<file path="src/rtl/sequenciador_programa.sv">
// Program sequencer for processador_multiciclo.
// Holds a small program memory, issues each 9-bit instruction on DIN with a
// one-cycle Run pulse, follows mvi with its immediate word, waits for Done
// and stops on HALT_WORD, on address wrap or on a watchdog timeout.
module sequenciador_programa #(
    parameter int          ADDR_WIDTH = 5,
    parameter int          TIMEOUT    = 16,
    parameter logic [15:0] HALT_WORD  = 16'hFFFF
) (
    input  logic                  Clock,
    input  logic                  Resetn,
    input  logic                  Start,
    input  logic                  prog_we,
    input  logic [ADDR_WIDTH-1:0] prog_addr,
    input  logic [15:0]           prog_data,
    input  logic                  Done,
    output logic [15:0]           DIN,
    output logic                  Run,
    output logic [ADDR_WIDTH-1:0] PC,
    output logic                  Busy,
    output logic                  Finished,
    output logic                  Error
);

    localparam int                    DEPTH     = 1 << ADDR_WIDTH;
    localparam logic [ADDR_WIDTH-1:0] ADDR_ZERO = '0;
    localparam logic [ADDR_WIDTH-1:0] LAST_ADDR = ADDR_WIDTH'(DEPTH - 1);
    localparam logic [7:0]            WD_LAST   = 8'(TIMEOUT - 1);
    localparam logic [2:0]            OP_MVI    = 3'b001;

    typedef enum logic [2:0] {
        S_IDLE,
        S_ISSUE,
        S_WAIT_DONE,
        S_FINISHED,
        S_ERROR
    } state_t;

    state_t                  state, state_nxt;
    logic [15:0]             mem [DEPTH];
    logic [15:0]             din_nxt;
    logic                    run_nxt;
    logic [ADDR_WIDTH-1:0]   pc_nxt;
    logic [7:0]              wd, wd_nxt;
    logic                    wrap, wrap_nxt;
    logic [ADDR_WIDTH-1:0]   pc_plus1, pc_plus2;
    logic                    is_mvi;

    // The instruction being issued is still on DIN during ISSUE, so its
    // opcode decides whether an immediate follows.
    assign pc_plus1 = PC + 1'b1;
    assign pc_plus2 = PC + ADDR_WIDTH'(2);
    assign is_mvi   = (DIN[8:6] == OP_MVI);

    assign Busy     = (state == S_ISSUE) || (state == S_WAIT_DONE);
    assign Finished = (state == S_FINISHED);
    assign Error    = (state == S_ERROR);

    // Program memory write port, locked out while a program is running.
    always_ff @(posedge Clock) begin
        if (prog_we && !Busy) begin
            mem[prog_addr] <= prog_data;
        end
    end

    // State, output and bookkeeping registers.
    always_ff @(posedge Clock or negedge Resetn) begin
        if (!Resetn) begin
            state <= S_IDLE;
            DIN   <= '0;
            Run   <= 1'b0;
            PC    <= '0;
            wd    <= '0;
            wrap  <= 1'b0;
        end else begin
            state <= state_nxt;
            DIN   <= din_nxt;
            Run   <= run_nxt;
            PC    <= pc_nxt;
            wd    <= wd_nxt;
            wrap  <= wrap_nxt;
        end
    end

    // Next-state logic: fetch, issue, immediate hand-off and termination.
    always_comb begin
        state_nxt = state;
        din_nxt   = DIN;
        run_nxt   = 1'b0;
        pc_nxt    = PC;
        wd_nxt    = wd;
        wrap_nxt  = wrap;
        case (state)
            S_IDLE, S_FINISHED, S_ERROR: begin
                if (Start) begin
                    wrap_nxt = 1'b0;
                    if (mem[ADDR_ZERO] == HALT_WORD) begin
                        state_nxt = S_FINISHED;
                    end else begin
                        pc_nxt    = '0;
                        din_nxt   = mem[ADDR_ZERO];
                        run_nxt   = 1'b1;
                        state_nxt = S_ISSUE;
                    end
                end
            end
            S_ISSUE: begin
                wd_nxt = '0;
                if (is_mvi) begin
                    // An mvi in the last word has no immediate to follow it.
                    if (PC == LAST_ADDR) begin
                        state_nxt = S_ERROR;
                    end else begin
                        din_nxt   = mem[pc_plus1];
                        pc_nxt    = pc_plus2;
                        wrap_nxt  = (PC == LAST_ADDR - 1'b1);
                        state_nxt = S_WAIT_DONE;
                    end
                end else begin
                    pc_nxt    = pc_plus1;
                    wrap_nxt  = (PC == LAST_ADDR);
                    state_nxt = S_WAIT_DONE;
                end
            end
            S_WAIT_DONE: begin
                wd_nxt = wd + 1'b1;
                if (Done) begin
                    if (wrap || (mem[PC] == HALT_WORD)) begin
                        state_nxt = S_FINISHED;
                    end else begin
                        din_nxt   = mem[PC];
                        run_nxt   = 1'b1;
                        state_nxt = S_ISSUE;
                    end
                end else if (wd == WD_LAST) begin
                    state_nxt = S_ERROR;
                end
            end
            default: begin
                state_nxt = S_IDLE;
            end
        endcase
    end

endmodule

</file>
<file path="config.mk">
export PLATFORM = sky130hd
export DESIGN_NAME = sequenciador_programa
export DESIGN_NICKNAME = d
export VERILOG_FILES = /design/src/rtl/sequenciador_programa.sv
export SDC_FILE = /design/constraint.sdc
export NUM_CORES = 1
export LEC_CHECK = 0
export BUFFER_PORTS_ARGS = -buffer_cell sky130_fd_sc_hd__buf_2
export CAP_MARGIN = 20
export CORE_MARGIN = 2
export CORE_UTILIZATION = 55
export CTS_CLUSTER_DIAMETER = 150
export DETAILED_ROUTE_END_ITERATION = 10
export GPL_TIMING_DRIVEN = 1
export PLACE_DENSITY = 0.75
export SLEW_MARGIN = 40
export SYNTH_ARGS = -nofsm -noshare
export SYNTH_HDL_FRONTEND = slang
export SYNTH_SLANG_ARGS = --single-unit
</file>
<file path="constraint.sdc">
create_clock -name Clock -period 3.45 [get_ports Clock]
set_clock_uncertainty 0.05 [all_clocks]
set_input_delay 0.5175 -clock Clock [delete_from_list [all_inputs] [get_ports Clock]]
set_output_delay 0.5175 -clock Clock [all_outputs]
set_load 0.02 [all_outputs]
</file>
# After elaboration in Yosys (flattened, before gate mapping)
# Memory sizes are Yosys's and may differ from the RTL's.
# Index checks and enable logic that the tools add are counted.
[totals]
memories = 1
reg_bits = 34
out_inout_bits = 25
elab_cells = 73
ram_bits = 512
[op_classes]
mux = 32
reduce_logical = 13
n_eq_ne = 18
add_sub_neg = 3
[mem_list]
columns = ["memory", "words", "width", "rd", "rd_ports_with_merged_regs", "write_ports", "line_no", "text"]
rows = [
  ["mem", 32, 16, 3, 0, 1, "40", "logic [15:0] mem [DEPTH];"],
]
[ops]
columns = ["cell", "count"]
rows = [
  ["$mux W16", 6],
  ["$pmux W16 S3", 1],
  ["$eq A16 B16 Y1 const B", 2],
  ["$mux W5", 4],
  ["$pmux W8 S2", 1],
  ["$mux W3", 5],
  ["$ne A2 B2 Y1 const B", 6],
  ["$eq A5 B5 Y1 const B", 2],
  ["$pmux W5 S2", 1],
  ["$mux W1", 9],
  ["$pmux W3 S3", 1],
  ["$add A8 B1 Y8 const B", 1],
  ["$eq A8 B4 Y1 const B", 1],
  ["$reduce_and A7 Y1", 1],
  ["$eq A3 B1 Y1 const B", 2],
  ["$eq A3 B2 Y1 const B", 2],
  ["$add A5 B1 Y5 const B", 1],
  ["$add A5 B2 Y5 const B", 1],
  ["$mux W2", 2],
  ["$pmux W1 S2", 2],
  ["$reduce_and A4 Y1", 1],
  ["$reduce_bool A2 Y1", 2],
  ["$eq A3 B3 Y1 const B", 1],
  ["$logic_not A3 Y1", 1],
  ["9 further kinds", 10],
]

# Depth between registers and ports, before layout
[logic_depth]
word_depth = 6
depth_mapped = 17
mapped_depth_nobuf = 9

# Least setup slack after synthesis
# OpenSTA, ideal clock, no wires.
[synth_timing]
kind = "flip-flop to flip-flop"
start = "reg PC[0]"
end = "reg DIN[1]"
path_stages_with_launch = 18
required_time_ps = 3272
t_arrival_ps = 3788
setup_slack_ps = -517
path_buffers = 9
period_less_slack_ps = 3967
setup_time_ps = 128
cell_sequence = "dfrtp_1 > buf_6 > buf_12 > buf_12 > buf_8 > buf_6 > buf_6 > buf_2 > inv_1 > ha_1 > clkbuf_1 > clkbuf_1 > mux4_2 > mux2_2 > o21ai_0 > o21ai_0 > a211oi_1 > nor3_1"
[synth_via]
elab_chain_cells = 5
elab_cells_between_ends = 13
classes_between = "add/sub: 1; eq/ne: 4; mux: 5; reduce/logical: 2; memory: 1"
[synth_rtl]
columns = ["element", "line_no", "text"]
rows = [
  ["start: declaration", "19", "output logic [ADDR_WIDTH-1:0] PC,"],
  ["start signal: assignment", "79", "PC <= pc_nxt;"],
  ["$add A5 B1 Y5 / $mem_v2 Z32 W16 (equally long branches)", "n/a", ""],
  ["$mem_v2 Z32 W16 / $eq A16 B16 Y1 (equally long branches)", "n/a", ""],
  ["$mux W16 / $logic_or A1 B1 Y1 (equally long branches)", "111, 128", ""],
  ["$mux W16 / $ne A2 B2 Y1 (equally long branches)", "n/a", ""],
  ["$pmux W16 S3 / $reduce_and A7 Y1 (equally long branches)", "n/a", ""],
  ["end signal: assignment", "77", "DIN <= din_nxt;"],
  ["end: declaration", "17", "output logic [15:0] DIN,"],
]
# Several ways; a longest one is shown, not always the timed one. The select of a mux whose other input is x is not followed.
# A chain may end at the register's enable or synchronous reset.

# Worst setup path in the final report
[layout_timing]
start = "reg PC[0]"
end = "reg DIN[7]"
# The elaborated chain is that of the path after synthesis.

==> metrics.yaml <==
clock_tree:
  cts_tree: "done"
  cts.clk_slew.worst_paths_ns: 0.06
  clk_latency_ns: 0.62
  numCtsBuffers: 56
  cts_buffer_depth: 3
  cts_max_level: 2
  clock_sinks: 546
  cts_root_buf: "clkbuf_16"
route:
  routed_wl_um: 77200
  vias_per_cell: 7.35
  drc: 0
  num_vias: 17200
  first_iter_violations: 2793
  routedWlPerCell_um: 33.0
  firstDrtPassIters: 6
  ant_nets: 0
layout:
  diodes: 0
  multiInputGateArea_um2: 9750
  nFillCells: 3217
  drive_gt1_share_pct: 38.7
  seqCellArea_um2: 16200
  area_delta_synth_final_pct: 14.6
  fin_nets: 1703
grt:
  grt_pass1_vias: 16800
  grt_pass1_wl_um: 113000
  grt.met3_usage_pct: 8.25
  gr-usage-all-layers_pct: 31.2
  grtUsageMet1_pct: 43.3
  use_met2_pct: 48.2
  gr-total-overflow: 0
  antenna_found_initial: 0
  grt-busiest-layer: "met2"
  grt_max_degree: 42
worst_setup_path:
  crit_top_cell: "buf_4"
  cp_slowest_cell: "dfrtp_4"
  path_delay_family: "compound AO/OA/AOI/OAI gates"
  crit_fanout: 6
  r2r_slack_ns: 0.02
  path_buf_inv: 3
  reg2reg_depth: 12
  cp.arrival_ns: 3.90
  cp_cell_sequence: "buf_4, ha_1, and3_1, ha_1, buf_4, nand2_1, buf_4, a211o_1, o21ai_0, o31ai_1, o221ai_1, nor3_1"
  r2r-end: "DIN[7]"
  required_ns: 3.92
  path_class: "register to register"
  cp_slowest_stage_delay_ns: 0.56
  start_kind: "register"
  endpoint_kind: "register"
  r2r_start: "PC[0]"
placed_design:
  portBuffers: 50
  dp_hpwl_um: 50900
  gp_congestion: 0.999
logic_synthesis:
  synthFlopType: "edfxtp_1"
  ys_types: 61
  synth_edf_count: 512
  yosysMostFrequentCell: "edfxtp_1"
  synth_top_family_by_area: "multiplexers"
  yosysTopAreaCellShare_pct: 57.7
  synth_commonest_cells: "edfxtp_1 (512), mux4_2 (217), mux2i_1 (89)"
  synth-compound-area-share_pct: 6.44
  synth_adder_area_share_pct: 0.235
  yosysSeqAreaShare_pct: 60.9
  synth_fp_nets: 1541
  async_flop_share_pct: 6.23
  yosysTopAreaCell: "edfxtp_1"
  synth_area_leaders: "edfxtp_1 (58%), mux4_2 (18%), mux2i_1 (3.3%)"
  synth-simple-area-share_pct: 4.89
  syn_area_um2: 26700
  synth-seq-cells: 546
  yosysWarnings: 0
  synthMuxAreaShare_pct: 24.3
  postSynthCellCount: 1510
  syn_avg_cell_area_um2: 17.7
  synthXorXnorAreaFrac_pct: 0.0657
floorplanning:
  start_util_pct: 55.8
  io_pins: 51
  die-area_um2: 50200
  rows: 80
  core-area_um2: 47700
  die_h_um: 224
  die_width_um: 224
outcome:
  outcome: "completed"
timing:
  period_minus_slack_ns: 3.43
  slew_headroom_pct: 42.2
  slew_viol_final: 0
  rsz0062_at_grt: "yes"
  fmax_ghz: 0.292
  hold_viol: 0
  worst_slew_pin_slew_ns: 0.859
  period_share_pct: 99.3
  final.setup.tns_ns: 0
  finalSetupViolations: 0
min_path:
  min_path_cells: 2
  holdCritPathClass: "primary input to register"
  hp-start: "Done"
  worst_hold_path.endpoint: "Run"
pwr:
  p_leak_nw: 9.75
  p_total_mw: 21.9
  power_density_nw_per_um2: 717
  vdd_drop_max_mv: 0.449
job:
  max-cap-violations: 0
==> state kept, by name, summed over array words and instances (netlist names) <==
name and flops:
mem 512, DIN 16, wd 8, PC 5
state 3, Run 1, wrap 1
==> placed cells by master (no fill, tap or decap), types with 16 or more instances in the layout <==
cell type / n
nand3_1: 16
a211oi_1: 25
clkbuf_16: 57
a32oi_1: 16
buf_12: 30
buf_4: 145
nor2_2: 32
mux2i_1: 86
o21ai_0: 33
o221a_2: 16
o221ai_1: 17
nand2_1: 61
or3_1: 21
nor2_1: 20
buf_2: 49
mux2_2: 47
dfrtp_1: 30
nor3_1: 19
o211ai_1: 34
clkinv_2: 18
and3_1: 18
edfxtp_1: 512
mux4_2: 217
==> where the power goes <==
part / leakage [nW] / switching, mW / internal [mW]
sequential: 5.04 / 0.281 / 7.48
clock: 0.898 / 2.61 / 3.39
combinational: 3.81 / 4.39 / 3.76
total: 9.75 / 7.28 / 14.6
==> logic make-up (layout without fill, tap and decap cells) <==
| group | count (synthesis) | after routing |
|---|---|---|
| mux | 360 | 360 |
| compound gates | 221 | 221 |
| flops | 546 | 546 |
| buf+inv | 127 | 337 |
| simple gates | 249 | 249 |
| fa+ha+maj | 5 | 5 |
| xor+xnor | 2 | 2 |
==> how the worst max path moves through the flow <==
stage | start | end | cells after the start
6_report | PC[0] | DIN[7] | 12
5_1_grt | PC[0] | DIN[4] | 11
4_1_cts | PC[1] | DIN[1] | 11
3_5_place_dp | PC[0] | DIN[1] | 9
3_3_place_gp | PC[0] | DIN[10] | 9
2_1_floorplan | PC[0] | DIN[0] | 17
==> worst reg2reg max path: cells and delay by family (launching register included) <==
kind,cells,cell delay (ns)
AO/OA/AOI/OAI,4,0.91
adder cells (fa/ha/maj),2,0.53
buffers and inverters,3,0.63
flip-flops,1,0.56
AND/OR/NAND/NOR,3,0.67
==> area by class of cell <==
type / instances / area share, %
flip-flops and latches: 546 / 53.2
multi-input cells: 837 / 31.9
repair buffers: 227 / 6.44
clock buffers: 65 / 4.87
well taps: 615 / 2.52
clock inverters: 41 / 1.07
inverters: 4 / 0.0491
==> metal layers <==
layer | vias to the layer above | part of all wire (%)
li1 | 6802 | -
met1 | 8846 | 36
met2 | 1282 | 46
met3 | 236 | 13
met4 | 0 | 4.1
met5 | - | 0
==> through the flow <==
step	util, %	area, µm²	std cells	hold slack [ns]	setup slack, ns
finish	64.0	30600	2335	0.202	0.0234
global route	64.0	30600	2335	0.182	-0.0101
CTS	63.8	30400	2331	0.169	0.0258
detailed placement	59.9	28600	2220	0.434	-0.100
global placement	59.8	28600	2220	0.427	-0.0183
floorplan	-	26700	1510	0.172	0.0186
==> repair_timing <==
action                                 in CTS  in global routing
pin swaps                                   2                  5
gates resized for setup                     0                 14
buffers inserted                            4                  4
setup endpoints to repair                  16                 16
endpoints found under the hold margin      34                  0
hold buffers                                1                  0
Note: power is estimated with default switching activity, not from simulation.
